[src/rtl/beam_scan_ctrl.sv]
// Beam-steering scan controller: sweeps delay_select over all directions, integrates
// |sample| per direction after a settling window, and locks onto the loudest one.
module beam_scan_ctrl #(
  parameter int NUM_DIRS       = 32,
  parameter int DATA_W         = 8,
  parameter int SETTLE_SAMPLES = 16,
  parameter int MEAS_LOG2      = 6
) (
  input  logic                        clk,
  input  logic                        rst,
  input  logic                        start,
  input  logic                        sample_valid,
  input  logic signed [DATA_W-1:0]    sample,
  input  logic                        manual_en,
  input  logic [4:0]                  manual_sel,
  output logic [4:0]                  delay_select,
  output logic                        busy,
  output logic                        locked,
  output logic                        scan_done,
  output logic [DATA_W+MEAS_LOG2-1:0] best_energy
);

  localparam int ACC_W = DATA_W + MEAS_LOG2;
  localparam int SET_W = $clog2(SETTLE_SAMPLES + 1);
  localparam logic [SET_W-1:0]     SET_LAST  = SET_W'(SETTLE_SAMPLES - 1);
  localparam logic [MEAS_LOG2-1:0] MEAS_LAST = '1;
  localparam logic [4:0]           DIR_LAST  = 5'(NUM_DIRS - 1);

  localparam logic [2:0] S_IDLE    = 3'd0;
  localparam logic [2:0] S_SETTLE  = 3'd1;
  localparam logic [2:0] S_MEASURE = 3'd2;
  localparam logic [2:0] S_EVAL    = 3'd3;
  localparam logic [2:0] S_LOCKED  = 3'd4;

  logic [2:0]           state_q, state_d;
  logic [4:0]           dir_q, dir_d;
  logic [4:0]           best_dir_q, best_dir_d;
  logic [4:0]           sel_q, sel_d;
  logic                 busy_q, busy_d;
  logic                 locked_q, locked_d;
  logic                 done_q, done_d;
  logic [ACC_W-1:0]     best_q, best_d;
  logic [ACC_W-1:0]     acc_q, acc_d;
  logic [SET_W-1:0]     set_cnt_q, set_cnt_d;
  logic [MEAS_LOG2-1:0] meas_cnt_q, meas_cnt_d;

  logic                 better;
  logic [4:0]           best_dir_new;
  logic [ACC_W-1:0]     best_new;

  // Magnitude as unsigned so the most negative code maps to 2^(DATA_W-1).
  function automatic logic [DATA_W-1:0] abs_sample(input logic signed [DATA_W-1:0] s);
    logic [DATA_W-1:0] neg;
    neg = DATA_W'(~s) + DATA_W'(1);
    return s[DATA_W-1] ? neg : DATA_W'(s);
  endfunction

  always_comb begin
    state_d    = state_q;
    dir_d      = dir_q;
    best_dir_d = best_dir_q;
    sel_d      = sel_q;
    busy_d     = busy_q;
    locked_d   = locked_q;
    done_d     = 1'b0;
    best_d     = best_q;
    acc_d      = acc_q;
    set_cnt_d  = set_cnt_q;
    meas_cnt_d = meas_cnt_q;

    // Strict compare keeps the lower index on ties; dir 0 always seeds the search.
    better       = (dir_q == 5'd0) || (acc_q > best_q);
    best_dir_new = better ? dir_q : best_dir_q;
    best_new     = better ? acc_q : best_q;

    if (manual_en) begin
      sel_d      = manual_sel;
      state_d    = S_IDLE;
      dir_d      = 5'd0;
      busy_d     = 1'b0;
      locked_d   = 1'b0;
      acc_d      = '0;
      set_cnt_d  = '0;
      meas_cnt_d = '0;
    end else begin
      case (state_q)
        S_IDLE, S_LOCKED: begin
          if (start) begin
            state_d   = S_SETTLE;
            dir_d     = 5'd0;
            sel_d     = 5'd0;
            busy_d    = 1'b1;
            locked_d  = 1'b0;
            acc_d     = '0;
            set_cnt_d = '0;
          end
        end
        S_SETTLE: begin
          if (sample_valid) begin
            if (set_cnt_q == SET_LAST) begin
              state_d    = S_MEASURE;
              set_cnt_d  = '0;
              meas_cnt_d = '0;
            end else begin
              set_cnt_d = set_cnt_q + SET_W'(1);
            end
          end
        end
        S_MEASURE: begin
          if (sample_valid) begin
            acc_d      = acc_q + ACC_W'(abs_sample(sample));
            meas_cnt_d = meas_cnt_q + MEAS_LOG2'(1);
            if (meas_cnt_q == MEAS_LAST) state_d = S_EVAL;
          end
        end
        S_EVAL: begin
          best_d     = best_new;
          best_dir_d = best_dir_new;
          if (dir_q == DIR_LAST) begin
            sel_d    = best_dir_new;
            locked_d = 1'b1;
            busy_d   = 1'b0;
            done_d   = 1'b1;
            state_d  = S_LOCKED;
          end else begin
            dir_d     = dir_q + 5'd1;
            sel_d     = dir_q + 5'd1;
            acc_d     = '0;
            set_cnt_d = '0;
            state_d   = S_SETTLE;
          end
        end
        default: state_d = S_IDLE;
      endcase
    end
  end

  always_ff @(posedge clk or posedge rst) begin
    if (rst) begin
      state_q    <= S_IDLE;
      dir_q      <= '0;
      best_dir_q <= '0;
      sel_q      <= '0;
      busy_q     <= 1'b0;
      locked_q   <= 1'b0;
      done_q     <= 1'b0;
      best_q     <= '0;
      acc_q      <= '0;
      set_cnt_q  <= '0;
      meas_cnt_q <= '0;
    end else begin
      state_q    <= state_d;
      dir_q      <= dir_d;
      best_dir_q <= best_dir_d;
      sel_q      <= sel_d;
      busy_q     <= busy_d;
      locked_q   <= locked_d;
      done_q     <= done_d;
      best_q     <= best_d;
      acc_q      <= acc_d;
      set_cnt_q  <= set_cnt_d;
      meas_cnt_q <= meas_cnt_d;
    end
  end

  assign delay_select = sel_q;
  assign busy         = busy_q;
  assign locked       = locked_q;
  assign scan_done    = done_q;
  assign best_energy  = best_q;

endmodule

[config.mk]
export PLATFORM = sky130hd
export DESIGN_NAME = beam_scan_ctrl
export DESIGN_NICKNAME = d
export VERILOG_FILES = /design/src/rtl/beam_scan_ctrl.sv
export SDC_FILE = /design/constraint.sdc
export NUM_CORES = 1
export LEC_CHECK = 0
export CELL_PAD_IN_SITES_DETAIL_PLACEMENT = 0
export CELL_PAD_IN_SITES_GLOBAL_PLACEMENT = 1
export CORE_MARGIN = 1
export CORE_UTILIZATION = 49
export CTS_BUF_LIST = sky130_fd_sc_hd__clkbuf_2
export DETAILED_ROUTE_END_ITERATION = 8
export GPL_TIMING_DRIVEN = 0
export PLACE_DENSITY = 0.85
export SLEW_MARGIN = 20
export SYNTH_ARGS = -nofsm -noshare
export SYNTH_HDL_FRONTEND = slang
export SYNTH_SLANG_ARGS = --single-unit
[constraint.sdc]
create_clock -name clk -period 7.4 [get_ports clk]
set_input_delay 2.22 -clock clk [delete_from_list [all_inputs] [get_ports clk]]
set_output_delay 2.22 -clock clk [all_outputs]
set_load 0.02 [all_outputs]
======== Word level (Yosys, flattened, before mapping) ========
Index checks and enable logic that the tools add are counted.
word-level totals
  register bits ........................... 60
  output and inout port bits .............. 22
  logic and storage cells ................. 93
cells by class
  add/subtract/negate cells ............... 5
  order comparisons ....................... 1
  eq/ne operators ......................... 14
  muxes and demuxes ....................... 43
  bitwise logic cells ..................... 2
  reduce and logical (&&, ||, !) cells .... 17
operators by type and width
  cell                 count
  $mux 14              4
  $mux 5               10
  $pmux 14 s3          1
  $mux 6               4
  $mux 3               7
  $ne 3x3->1 const B   7
  $pmux 5 s2           2
  $pmux 5 s3           1
  $add 14x8->14        1
  $gt 14x14->1         1
  $pmux 3 s4           1
  $pmux 6 s2           1
  $reduce_and 4->1     3
  $add 5x1->5 const B  2
  $mux 1               9
  $reduce_and 3->1     3
  $add 8x2->8 const B  1
  $mux 8               1
  $not 8->8            1
  $reduce_bool 4->1    2
  $add 6x1->6 const B  1
  $eq 3x2->1 const B   2
  $eq 6x6->1 const B   1
  $reduce_bool 3->1    2
  other kinds (12)     14

======== Logic depth before layout (Yosys ltp) ========
Gate-level depths: netlist (run 1).
  depth after elaboration ................. 7
  depth in mapped cells ................... 12
  depth with buffers taken out ............ 12

======== Least setup slack after synthesis (run 1) ========
No wires, ideal clock.
  kind .................................... input -> register
  start ................................... input port sample[5]
  end ..................................... register acc_q[9]
  setup time .............................. 133 ps
  data arrival time ....................... 4137 ps
  required time ........................... 7267 ps
  path slack .............................. 3130 ps
  stages on the path ...................... 9
  buffers on the path ..................... 0
  cell sequence ........................... or3_1 -> o21ai_0 -> xnor2_1 -> ha_1 -> a21o_1 -> a2111o_1 -> nor4bb_1 -> xnor2_1 -> nor2_1
on the way
  cells in the longest elaborated chain, start to end .. 7
ends and longest elaborated chain
  what                  RTL line  RTL
  start, declared       13        input logic signed [DATA_W-1:0] sample,
  $not 8->8             54        neg = DATA_W'(~s) + DATA_W'(1);
  $add 8x2->8           54
  $mux 8 *              55        return s[DATA_W-1] ? neg : DATA_W'(s);
  $add 14x8->14 *       111       acc_d = acc_q + ACC_W'(abs_sample(sample));
  $mux 14 *             110       if (sample_valid) begin
  $pmux 14 s3 *         86        case (state_q)
  $mux 14 *             76        if (manual_en) begin
  end signal, assigned  148       acc_q <= '0;
  end signal, assigned  160       acc_q <= acc_d;
  end, declared         43        logic [ACC_W-1:0] acc_q, acc_d;
Every way passes the cells marked *; elsewhere a longest branch is shown, timed or not. The select of a mux whose other input is x is not followed.
A chain may end at the register's enable or synchronous reset.

======== Worst setup path in the final report (run 1) ========
  start ................................... input port sample[0]
  end ..................................... register acc_q[12]
Same word-level chain as after synthesis.

==> results.md, run 1 <==
Status:
- The run finished with clean final reports.

Job:
- The tool flagged a number of max-cap violations equal to 0.

CTS:
- The clock tree from TritonCTS is built.
- Clock-pin slew was measured on the worst setup and hold paths at about 170 ps.
- Clock latency on the worst-skew pair, taken at its later pin, is 490 ps.
- TritonCTS created 9 clock buffers.
- The number of gates given a new drive strength after cts is 0.
- The number of hold buffers added after cts is 0.
- The number of sinks on the clock net is 60.
- The clock root buffer is sky130_fd_sc_hd__clkbuf_2.
- The clock passes through at most 2 buffers.
- In this run the post-CTS setup repair buffer count came out at 0.
- CTS built an H-tree with a depth of 3.

Logic synthesis:
- The mapped netlist covers roughly 3700 um^2.
- Sequential elements use between 40 and 50% of the synthesized area.
- The number of distinct library cells after synthesis is between 50 and 60.
- The synthesized design spends more area on one cell type than any other, namely sky130_fd_sc_hd__dfrtp_1.
- The number of flops mapped to enable cells by yosys is 0.
- Ranked by total cell area, the synthesized netlist is headed by sky130_fd_sc_hd__dfrtp_1 40%, sky130_fd_sc_hd__ha_1 9.8%, sky130_fd_sc_hd__mux2_1 5.1%.
- The area share of the largest cell type after synthesis is around two fifths.
- The count of state elements after synthesis is 60.
- The commonest cells after synthesis are 60 x sky130_fd_sc_hd__dfrtp_1, 38 x sky130_fd_sc_hd__nand2_1, 33 x sky130_fd_sc_hd__inv_1, 29 x sky130_fd_sc_hd__ha_1, 27 x sky130_fd_sc_hd__nor2_1.
- The post-synthesis area per instance is ~9.4 um^2.
- In the post-synthesis netlist, the cell with the most instances is sky130_fd_sc_hd__dfrtp_1.
- Counting flops with an async set or reset pin after synthesis yields a share of between 90% and 100%.
- The number of nets in the synthesized netlist is between 400 and 500.
- In the synthesized netlist the dominant register cell turns out to be sky130_fd_sc_hd__dfrtp_1.
- Synthesis handed over a netlist of just under 400 instances.
- Yosys printed 0 warnings.

Min path:
- The origin of the worst min-delay path is best_dir_q[3].
- The worst min-delay path class is register to register.
- Along the worst hold path, the cell count comes to 1.
- The worst hold path terminates at best_dir_q[3].

Detailed routing:
- Once detail routing completed, the nets flagged for antenna violations numbered 0.
- The via density per instance is between 5 and 6.
- Dividing the detail-routed wire length by the instance count gives about 15 um.
- The number of design-rule violations left by the first detailed-router iteration is about 80.
- The number of design rule violations left after detail routing is 0.
- The aggregate routed wire length is approximately 8.1 mm.
- The first TritonRoute pass finished after 4 iterations.
- The routed layout has ~3,000 vias.

Critical path:
- The worst setup path is launched from a primary input.
- The combined buffer and inverter count along the critical path is 3.
- The worst register-to-register path has a depth of 8.
- The logic depth of the worst path, buffers included is 13.
- The worst stage delay on the critical path is ~550 ps.
- The endpoint identified for the worst register-to-register timing path is acc_q[0].
- In this design, the largest share of critical-path delay is due to compound AO/OA/AOI/OAI gates.
- For flop-to-flop paths, the worst setup slack is approximately 4600 ps.
- The top fanout value on the critical path is 3.
- Walking the worst path, the cells encountered are clkdlybuf4s50_1 -> inv_1 -> ha_1 -> nand2_1 -> o21ai_0 -> inv_1 -> fa_1 -> nand3b_1 -> a21oi_1 -> o2111ai_1 -> a211oi_1 -> xnor2_1 -> nor2_1.
- STA puts the critical path data required time at roughly 7800 ps.
- The critical path start-end classification is primary input to register.
- The worst-path cell with the longest stage delay is sky130_fd_sc_hd__clkdlybuf4s50_1.
- The arrival time reported for the critical path endpoint is between 5000 and 6000 ps.
- In this run the critical register-to-register path is launched from dir_q[0].
- The worst setup path is captured at a register.
- The most numerous cell type found on the critical path is sky130_fd_sc_hd__inv_1.

STA:
- For the final database, setup skew stands at between 20 and 25 ps.
- The least setup slack across all paths after layout is about 2700 ps.
- The count of final setup violators is 0.
- For this run, the top clock speed supported by timing is 212.8 MHz.
- The final worst-path cycle share is around 63%.
- Setup repair after global routing left no endpoint under its margin.
- After layout, the minimum clock period comes to between 4000 and 5000 ps.
- The number of hold violations in the final report is 0.
- The final number of max-transition violations was 0.
- The worst pin sits at a relative slew slack of between 20 and 30%.
- After routing, the total negative slack on setup checks comes to 0 ps.
- The transition time of the tightest slew-check pin is 1056 ps.

Global routing:
- The first-pass GRT wire length is around 13 mm.
- The total global-route track usage is roughly 23%.
- The number of antenna violations at the first check in global routing was 0.
- Entering global routing, the biggest net connects 46 pins.
- The number of global-route vias before repair is 2,820.
- The final global-route overflow total is 0.

Cells and area:
- Counting the fill cells in the layout gives 690.
- 0 antenna diodes ended up in the layout.
- The post-route netlist has between 5 and 6% of its cells at a drive strength greater than 1.
- The count of nets after finishing is ~490.
- The growth of design area from synthesis to finish is 17.50%.

Power and ir drop:
- The analysis attributes to cell leakage a power of 2.010 nW.
- VDD sags by at most about 110 uV.
- Dividing total power by cell area gives a power density of ~230 nW/um^2.

Place:
- Summed over all nets, the half-perimeter wirelength after detailed placement is slightly above 6 mm.
- The number of port buffers is 39.
- The worst setup timing slack at the placement stage is around 2200 ps.
- The final weighted congestion in routability-driven placement is between 0.8 and 0.9.

Die:
- The die height is about 89 um.
- For this configuration, the core starts out at a cell density of 51.00%.
- In this run the count of I/O pins placed on the die edge is 40.
- The number of rows created at floorplan is 31.
- The die covers 7941 um^2.
- The core footprint is about 7300 um^2.
- The die span in x is 89.12 um.
[worst max path at each step]
stage                    from   endpoint  slack [ps]
finish              sample[0]  acc_q[12]        2700
global route        sample[0]  acc_q[12]        2440
CTS                 sample[0]  acc_q[12]        2700
detailed placement  sample[0]  acc_q[10]        2200
global placement    sample[0]  acc_q[12]        2250
floorplan           sample[5]   acc_q[9]        3130
[layout by cell type, fill, tap and decap left out, drive strengths merged, types with 3 or more instances in the layout]
cell type and n:
a211oi 4, a21o 3, a21oi 21, and3 7, buf 3, clkbuf 19, clkdlybuf4s50 39, dfrtp 60
ha 29, inv 33, mux2 17, mux2i 7, nand2 38, nand2b 10, nand3 8, nand3b 3
nand4 4, nor2 27, nor3 8, nor4 3, o211ai 3, o21ai 38, o22ai 3, o31ai 9
or3 3, xnor2 12, xor2 7
[worst reg2reg max path, cell delays in order, from the launching register on]
cell,delay (ps)
sky130_fd_sc_hd__dfrtp_1,490
sky130_fd_sc_hd__ha_1,250
sky130_fd_sc_hd__and3_1,190
sky130_fd_sc_hd__ha_1,230
sky130_fd_sc_hd__nand2_1,130
sky130_fd_sc_hd__a41oi_1,420
sky130_fd_sc_hd__clkbuf_1,420
sky130_fd_sc_hd__clkbuf_1,420
sky130_fd_sc_hd__o21ai_0,170
[metrics by stage]
step	utilization [%]	hold slack [ps]	area [um^2]	total power (W)	std cells
floorplan	-	457.4	3719	0.0006767	394
global placement	58.05	468.7	4233	0.0007987	532
detailed placement	58.46	479.2	4263	0.0008083	533
CTS	59.92	516.6	4369	0.001016	548
global route	59.92	548.3	4369	0.001077	548
finish	59.92	510.9	4369	0.001005	548
[per-layer routing]
layer | track usage (%) | vias to the layer above | share of wire, %
met5 | 0 | - | 0
li1 | - | 1514 | -
met3 | 2.770 | 12 | 2.6
met1 | 31.22 | 1449 | 50
met4 | 7.359 | 0 | 1.5
met2 | 36.92 | 38 | 46
[registers in the layout, indices dropped and copies added, names as in the netlist]
signal,count
busy,1
locked,1
acc_q,14
best_dir_q,5
best_energy,14
meas_cnt_q,6
delay_select,5
set_cnt_q,5
state_q,3
scan_done,1
dir_q,5
[where the power goes]
group / leakage, nW / internal, W / switching (W)
sequential: 0.820 / 0.000367 / 0.0000333
clock: 0.0680 / 0.0000791 / 0.000127
combinational: 1.12 / 0.000161 / 0.000237
[cell type report]
cell class                 instances  area (um^2)  share of cell area [%]
buffer                            10        52.55                   1.203
clock buffer                      11        55.05                   1.260
clock inverter                     4        51.30                   1.174
inverter                          33        126.4                   2.892
multi-input combinational        291         2041                   46.71
sequential                        60         1501                   34.36
tap                               99        123.9                   2.835
timing repair buffer              40        417.9                   9.565
[cells by family after synthesis]
| kind of cell | Yosys count | synth area share [%] |
|---|---|---|
| XOR/XNOR | 19 | 4.475 |
| flip-flops | 60 | 40.38 |
| buffers and inverters | 43 | 4.744 |
| AND/OR/NAND/NOR | 118 | 15.71 |
| AO/OA/AOI/OAI | 100 | 17.36 |
| adder cells (fa/ha/maj) | 30 | 10.30 |
| multiplexers | 24 | 7.032 |
No activity file was read; power rests on OpenSTA's default activity.
==> run 2, diff against run 1 <==
--- a/config.mk
+++ b/config.mk
@@ -8,11 +8,11 @@
 export CELL_PAD_IN_SITES_DETAIL_PLACEMENT = 0
 export CELL_PAD_IN_SITES_GLOBAL_PLACEMENT = 1
 export CORE_MARGIN = 1
-export CORE_UTILIZATION = 49
+export CORE_UTILIZATION = 41
 export CTS_BUF_LIST = sky130_fd_sc_hd__clkbuf_2
 export DETAILED_ROUTE_END_ITERATION = 8
 export GPL_TIMING_DRIVEN = 0
-export PLACE_DENSITY = 0.85
+export PLACE_DENSITY = 0.75
 export SLEW_MARGIN = 20
 export SYNTH_ARGS = -nofsm -noshare
 export SYNTH_HDL_FRONTEND = slang
==> constraint.sdc (replaced) <==
create_clock -name clk -period 4.05 [get_ports clk]
set_input_delay 1.215 -clock clk [delete_from_list [all_inputs] [get_ports clk]]
set_output_delay 1.215 -clock clk [all_outputs]
set_load 0.02 [all_outputs]
==> run 2 against run 1 <==
- sequential share of layout area up 0.29 points
- worst setup slack worse by 2200 ps
- die area up 19%
- register-to-register slack worse by 3300 ps
- global-route usage is 3.7 points lower
- design area fell by 0.83%
- utilization down 10 points
- critical path depth is the same
- sequential power up 83%
- sequential cell count stayed put
- routed wire length is 3.9% higher
==> results.md, run 2 (synthesized netlist as in run 1, its figures left out) <==
Critical path:
- The critical path in this run is classified as primary input to register.
- STA classifies the critical path endpoint as a register.
- The critical path goes through clkdlybuf4s50_1 -> inv_1 -> ha_1 -> nand2_1 -> o21ai_0 -> inv_1 -> fa_1 -> nand3b_1 -> a21oi_1 -> o2111ai_1 -> a211oi_1 -> xnor2_1 -> nor2_1.
- The path depth of the worst reg2reg path came to 8 (unchanged).
- The slowest stage of the critical path belongs to the cell sky130_fd_sc_hd__clkdlybuf4s50_1.
- The family of cells with the greatest summed delay on the critical path is compound AO/OA/AOI/OAI gates.
- The combined buffer and inverter count along the critical path was 3 (unchanged).
- The terminus of the critical flop-to-flop path is acc_q[0].
- Tracing the worst setup path back leads to its startpoint at sample[0].
- The arrival time reported for the critical path endpoint came to 3930 ps (-1130 ps).
- The top fanout value on the critical path is 3 (unchanged).
- The register-to-register path setup slack is 1220 ps (-3330 ps).
- The worst stage delay on the critical path came to 530 ps (-20 ps).
- The reg-to-reg startpoint is dir_q[0].
- The most numerous cell type found on the critical path is sky130_fd_sc_hd__inv_1.
- The data required time of the critical path came to 4420 ps (-3340 ps).
- The startpoint kind of the worst setup timing path is a primary input.

Detailed routing:
- The aggregate routed wire length is 8.459 mm (+3.9%).
- The number of design-rule violations left by the first detailed-router iteration was 92 (+16%).
- The number of design rule violations left after detail routing is 0 (unchanged).
- The mean routed wirelength per cell is 15.21 um (+2.4%).
- The antenna violation net count after detailed routing is 0 (unchanged).
- The via density per instance came to 5.469 (-0.52%).
- The via count came to 3,041 (+0.93%).
- The first-pass iteration count of the detailed router came to 4 (unchanged).

Global routing:
- The total global-route track usage is 18.90% (-3.7 points).
- The final global-route overflow total is 0 (unchanged).
- The number of global-route vias before repair came to 2,998 (+6.3%).
- The maximum number of pins on one net before global-route repair was 37 (-20%).
- The number of antenna violations at the first check in global routing is 0 (unchanged).
- The first-pass GRT wire length came to 14.53 mm (+7.7%).

Min path:
- The worst min-delay path class is register to register.
- The path with the worst hold slack has its endpoint at best_dir_q[1].
- The number of cells on the worst hold path is 1 (unchanged).
- The origin of the worst min-delay path is best_dir_q[1].

Power and ir drop:
- The reported net switching power was 0.0007278 W (+83%).
- The leakage power summed over all cells came to 1.988 nW (-1.1%).
- The internal power is 0.001031 W (+70%).
- The worst ir drop on vdd is 168.1 uV (+49%).
- The part of the power in combinational logic is 42.0% (+2.4 points).
- The ratio of total power to cell area is 405.9 nW/um^2 (+76%).
- The clock power share is 16.3% (-4.2 points).
- The switching share of total power was 41.38% (+1.8 points).
- The overall power of the completed layout is 0.001759 W (+75%).
- The share of total power in sequential cells came to 41.7% (+1.9 points).

CTS:
- The clock input transition at the sequential cells of the worst setup and hold paths was 170 ps (about the same).
- The clock root buffer is sky130_fd_sc_hd__clkbuf_2.
- The clock tree from TritonCTS is built.
- The number of sinks on the clock net is 60 (unchanged).
- The number of H-tree levels was 3 (unchanged).
- The TritonCTS buffer count was 9 (unchanged).
- The clock network latency to the later pin of the worst-skew pair is 480 ps (about the same).
- The number of gates given a new drive strength after cts is 0 (unchanged).
- The count of buffers added by post-CTS timing repair for setup is 0 (unchanged).
- The number of hold buffers added after cts was 0 (unchanged).
- The clock tree buffer depth is 2 (unchanged).

Cells and area:
- The antenna cell count is 0 (unchanged).
- The growth of design area from synthesis to finish is 16.52%.
- The ratio of cells with drive above 1 in the final layout is 4.464% (-0.88 points).
- The commonest non-fill, non-tap cell in the layout is sky130_fd_sc_hd__dfrtp_1.
- The top cell types in the final layout, fill and taps aside, are 60 x sky130_fd_sc_hd__dfrtp_1, 39 x sky130_fd_sc_hd__clkdlybuf4s50_1, 38 x sky130_fd_sc_hd__nand2_1, 32 x sky130_fd_sc_hd__inv_1, 29 x sky130_fd_sc_hd__ha_1.
- The count of nets after finishing is 493 (unchanged).
- The number of standard cells in the layout, taps in and fillers out is 556 (+1.5%).

STA:
- The worst-case headroom to the max-slew limit is 35.52% (+6.3 points).
- The count of final setup violators was 0 (unchanged).
- The largest clock skew in the final design is 15.10 ps (-8.840 ps).
- Setup repair after global routing left no endpoint under its margin.
- Counting I/O delays and the setup requirement, the final critical path takes 3567 ps.
- The highest clock rate is roughly 280 MHz.
- The number of hold violations in the final report was 0 (unchanged).
- In the finished design, the share of the clock period the worst path needs comes to around nine tenths.
- The worst hold margin is 510.4 ps (-0.5040 ps).
- The transition time of the tightest slew-check pin came to 959.8 ps (-95.68 ps).
- The final number of max-transition violations is 0 (unchanged).

Place:
- The final weighted congestion in routability-driven placement is 0.8562 (-3.1%).
- The final HPWL from detailed placement is 6.240 mm (+0.70%).
- The number of port buffers is 39 (unchanged).
- The number of placed instances with taps included was 542 (+1.7%).

Die:
- The core footprint is 8763 um^2 (+20%).
- The starting density of the core came to 42.43% (-8.6 points).
- The die span in x is 97.24 um (+9.1%).
- The number of rows created at floorplan is 34 (+9.7%).
- The boundary pin count is 40 (unchanged).
- The die outline area came to 9455 um^2 (+19%).
- The die height was 97.24 um (+9.1%).

Job:
- The number of max-cap violations came to 0 (unchanged).

Status:
- The flow ran to the end, and the final reports show no timing, DRC or antenna violations.
-- run 2: per-stage QoR --
step                      TNS, ps  util, %  setup slack, ps  cell area [um^2]
final                           0    49.44            483.4              4333
after global routing            0    49.44            243.1              4333
after global placement     -27.66    48.43           -14.05              4244
after floorplan                 0        -            784.7              3719
after CTS                       0    49.44            491.9              4333
after detailed placement   -34.08    48.69           -21.88              4267
-- run 2: metal layers --
layer	track usage (%)	wire length [um]	vias up
met2	29.85	3789	49
met1	26.57	4267	1475
met3	2.374	243	11
met5	0	0	-
li1	-	-	1506
met4	7.127	157	0
-- run 2: area by class of cell --
class	count	area [um^2]
clock buffer	9	45.04
multi-input combinational	291	2041
clock inverter	5	21.27
sequential	60	1501
inverter	33	126.4
tap	108	135.1
timing repair buffer	40	410.4
fill	858	4431
buffer	10	52.55
-- run 2: worst max path at each step --
stage	end	slack (ps)	depth (start not counted)
detailed placement	acc_q[10]	-20	13
global placement	acc_q[12]	-10	13
global route	acc_q[12]	240	13
floorplan	acc_q[9]	780	9
finish	acc_q[10]	480	13
CTS	acc_q[10]	490	13
-- run 2: power groups by stage --
stage | registers (W) | clock network (W) | logic (W)
2_1_floorplan | 0.000775 | 0 | 0.000462
3_3_place_gp | 0.000744 | 0 | 0.000729
3_5_place_dp | 0.000744 | 0 | 0.000734
4_1_cts | 0.000733 | 0.000296 | 0.000741
5_1_grt | 0.000745 | 0.000318 | 0.000821
6_report | 0.000733 | 0.000287 | 0.000739
==> run 3, diff against run 2 <==
--- a/config.mk
+++ b/config.mk
@@ -12,7 +12,7 @@
 export CTS_BUF_LIST = sky130_fd_sc_hd__clkbuf_2
 export DETAILED_ROUTE_END_ITERATION = 8
 export GPL_TIMING_DRIVEN = 0
-export PLACE_DENSITY = 0.75
+export PLACE_DENSITY = 0.85
 export SLEW_MARGIN = 20
 export SYNTH_ARGS = -nofsm -noshare
 export SYNTH_HDL_FRONTEND = slang
==> run 3 against run 2 <==
- register-to-register slack worse by 40 ps
- largest power group unchanged
- critical path depth unchanged
- non-clock buffer count unchanged
- design area increased by 2.2%
- die area unchanged
- clock skew is 12 ps higher
- highest routed layer unchanged
- sequential power about the same
- global-route usage fell by 0.35 points
- via count is essentially flat
- fmax down 0.16%
- final cell count rose by 0.36%
- count of clock-buffer cells in the layout rose by 2
==> results.md, run 3 (synthesized netlist as in run 1, its figures left out) <==
Critical path:
- The kind of capture point of the worst setup path is a register.
- The worst stage delay on the critical path was 520 ps (about the same).
- The critical path start-end classification is primary input to register.
- The data required time of the critical path came to 4430 ps (about the same).
- The cell seen most often among critical-path stages is sky130_fd_sc_hd__inv_1.
- The arrival time reported for the critical path endpoint is 3960 ps (+30 ps).
- The endpoint identified for the worst register-to-register timing path is acc_q[0].
- STA classifies the critical path startpoint as a primary input.
- The combined buffer and inverter count along the critical path is 3 (unchanged).
- The cell family contributing the most delay on the critical path is compound AO/OA/AOI/OAI gates.
- The top fanout value on the critical path is 3 (unchanged).
- The logic depth of the worst path, buffers included is 13 (unchanged).
- The startpoint identified for the worst register-to-register timing path is dir_q[0].
- Walking the worst path, the cells encountered are clkdlybuf4s50_1 -> inv_1 -> ha_1 -> nand2_1 -> o21ai_0 -> inv_1 -> fa_1 -> nand3b_1 -> a21oi_1 -> o2111ai_1 -> a211oi_1 -> xnor2_1 -> nor2_1.
- The path depth of the worst reg2reg path is 8 (unchanged).
- The register-to-register path setup slack came to 1180 ps (-40 ps).
- The worst-path cell with the longest stage delay is sky130_fd_sc_hd__clkdlybuf4s50_1.

Global routing:
- The first-pass GRT wire length was 14.12 mm (-2.8%).
- The number of global-route vias before repair is 2,949 (-1.6%).
- The final global-route overflow total was 0 (unchanged).
- The total global-route track usage was 18.55% (-0.35 points).
- The maximum number of pins on one net before global-route repair was 47 (+27%).
- The number of antenna violations at the first check in global routing is 0 (unchanged).

Power and ir drop:
- The ratio of total power to cell area was 442.9 nW/um^2 (+9.1%).
- The leakage power summed over all cells came to 2.038 nW (+2.5%).
- The overall power of the completed layout is 0.001962 W (+12%).
- The worst ir drop on vdd is 190.7 uV (+13%).

Die:
- The core footprint was 8763 um^2 (unchanged).
- The die outline area is 9455 um^2 (unchanged).
- The die span in x is 97.24 um (unchanged).
- The boundary pin count was 40 (unchanged).
- The number of rows created at floorplan is 34 (unchanged).
- The die height is 97.24 um (unchanged).
- The starting density of the core came to 42.43% (unchanged).

CTS:
- TritonCTS built the clock tree.
- The TritonCTS buffer count is 9 (unchanged).
- The number of sinks on the clock net was 60 (unchanged).
- The count of buffers added by post-CTS timing repair for setup was 0 (unchanged).
- The number of hold buffers added after cts is 0 (unchanged).
- The clock tree buffer depth is 2 (unchanged).
- The clock input transition at the sequential cells of the worst setup and hold paths is 180 ps (about the same).
- The clock network latency to the later pin of the worst-skew pair was 490 ps (about the same).
- The number of H-tree levels was 3 (unchanged).
- The tree is rooted in a sky130_fd_sc_hd__clkbuf_2.
- The number of gates given a new drive strength after cts is 0 (unchanged).

Place:
- The final HPWL from detailed placement is 6.137 mm (-1.6%).
- The final weighted congestion in routability-driven placement came to 0.8024 (-6.3%).
- The number of port buffers was 39 (unchanged).
- The number of placed instances with taps included was 542 (unchanged).
- The instance area after placement is 4274 um^2 (+0.18%).
- The worst setup timing slack at the placement stage was -52.17 ps (-30.29 ps).

STA:
- The worst-case headroom to the max-slew limit is 24.54% (-11 points).
- The least setup slack across all paths after layout came to 477.9 ps (-5.548 ps).
- The final worst-path cycle share is 88.20% (+0.14 points).
- Setup repair after global routing left no endpoint under its margin.
- The number of hold violations in the final report is 0 (unchanged).
- The final number of max-transition violations is 0 (unchanged).
- The count of final setup violators is 0 (unchanged).
- The highest clock rate came to 279.9 MHz (-0.16%).
- The largest clock skew in the final design is 27.19 ps (+12.08 ps).
- The minimum clock period after layout came to 3572 ps (+5.548 ps).
- The transition time of the tightest slew-check pin is 1125 ps (+165.3 ps).

Detailed routing:
- The first-pass iteration count of the detailed router was 4 (unchanged).
- The via count is 3,043 (+0.066%).
- The aggregate routed wire length was 8.264 mm (-2.3%).
- The antenna violation net count after detailed routing was 0 (unchanged).
- The mean routed wirelength per cell is 14.81 um (-2.7%).
- The number of design rule violations left after detail routing is 0 (unchanged).
- The via density per instance came to 5.453 (-0.29%).
- The number of design-rule violations left by the first detailed-router iteration is 102 (+11%).

Cells and area:
- The growth of design area from synthesis to finish is 19.11%.
- The cell area after layout came to 4429 um^2 (+2.2%).
- The ratio of cells with drive above 1 in the final layout is 5.556% (+1.1 points).
- The count of nets after finishing is 493 (unchanged).
- The count of fill cells added during filler insertion was 833 (-2.9%).
- Leaving out fill and tap cells, the most frequent cells in the layout are 60 x sky130_fd_sc_hd__dfrtp_1, 39 x sky130_fd_sc_hd__clkdlybuf4s50_1, 38 x sky130_fd_sc_hd__nand2_1, 32 x sky130_fd_sc_hd__inv_1, 29 x sky130_fd_sc_hd__ha_1.
- The number of standard cells in the layout, taps in and fillers out is 558 (+0.36%).
- The antenna cell count is 0 (unchanged).
- Leaving out fill and tap cells, the most frequent cell in the layout is sky130_fd_sc_hd__dfrtp_1.

Min path:
- The startpoint identified for the worst hold timing path is best_dir_q[1].
- The min-delay analysis places its worst path in the category register to register.
- The number of cells on the worst hold path is 1 (unchanged).
- The end point of the most critical hold path is best_dir_q[1].

Status:
- The flow ran to the end, and the final reports show no timing, DRC or antenna violations.

Job:
- The number of max-cap violations is 0 (unchanged).
run 3: cell types whose count changed in the layout (fill, tap and decap cells not counted), sizes merged:
cell,previous run,this run
clkinv,5,2
bufinv,0,3
clkbuf,17,19
run 3: how the worst max path moves through the flow:
stage | startpoint | slack [ps] | endpoint
6_report | sample[0] | 480 | acc_q[10]
3_5_place_dp | sample[0] | -50 | acc_q[10]
5_1_grt | sample[0] | 260 | acc_q[10]
2_1_floorplan | sample[5] | 780 | acc_q[9]
4_1_cts | sample[0] | 480 | acc_q[12]
3_3_place_gp | sample[0] | 40 | acc_q[12]
run 3: area by class of cell:
type	count	area (um^2)	area share, %
Buffer	10	52.55	1.186
Clock buffer	11	55.05	1.243
Sequential cell	60	1501	33.90
Multi-Input combinational cell	291	2041	46.07
Clock inverter	5	100.1	2.260
Timing Repair Buffer	40	417.9	9.435
Inverter	33	126.4	2.853
Tap cell	108	135.1	3.051
run 3: stage by stage:
| stage | TNS (ps) | utilization [%] | hold WS [ps] |
|---|---|---|---|
| 6_report | 0 | 50.54 | 512.0 |
| 4_1_cts | 0 | 50.54 | 514.6 |
| 5_1_grt | 0 | 50.54 | 535.9 |
| 2_1_floorplan | 0 | - | 457.4 |
| 3_5_place_dp | -84.21 | 48.77 | 479.9 |
| 3_3_place_gp | 0 | 48.43 | 469.8 |
run 3: power breakdown:
part / total [W] / switching (W) / internal, W / leakage (nW)
clock network: 0.000494 / 0.000224 / 0.000270 / 0.0959
registers: 0.000733 / 0.0000626 / 0.000671 / 0.820
logic: 0.000735 / 0.000440 / 0.000295 / 1.12
total: 0.00196 / 0.000726 / 0.00124 / 2.04
run 3: per-layer routing:
| metal | vias up | GRT usage [%] | share of wire, % |
|---|---|---|---|
| met5 | - | 0 | 0 |
| met3 | 9 | 3.094 | 3.1 |
| met2 | 56 | 30.34 | 47 |
| met1 | 1461 | 24.87 | 49 |
| met4 | 0 | 6.561 | 1.3 |
| li1 | 1517 | - | - |
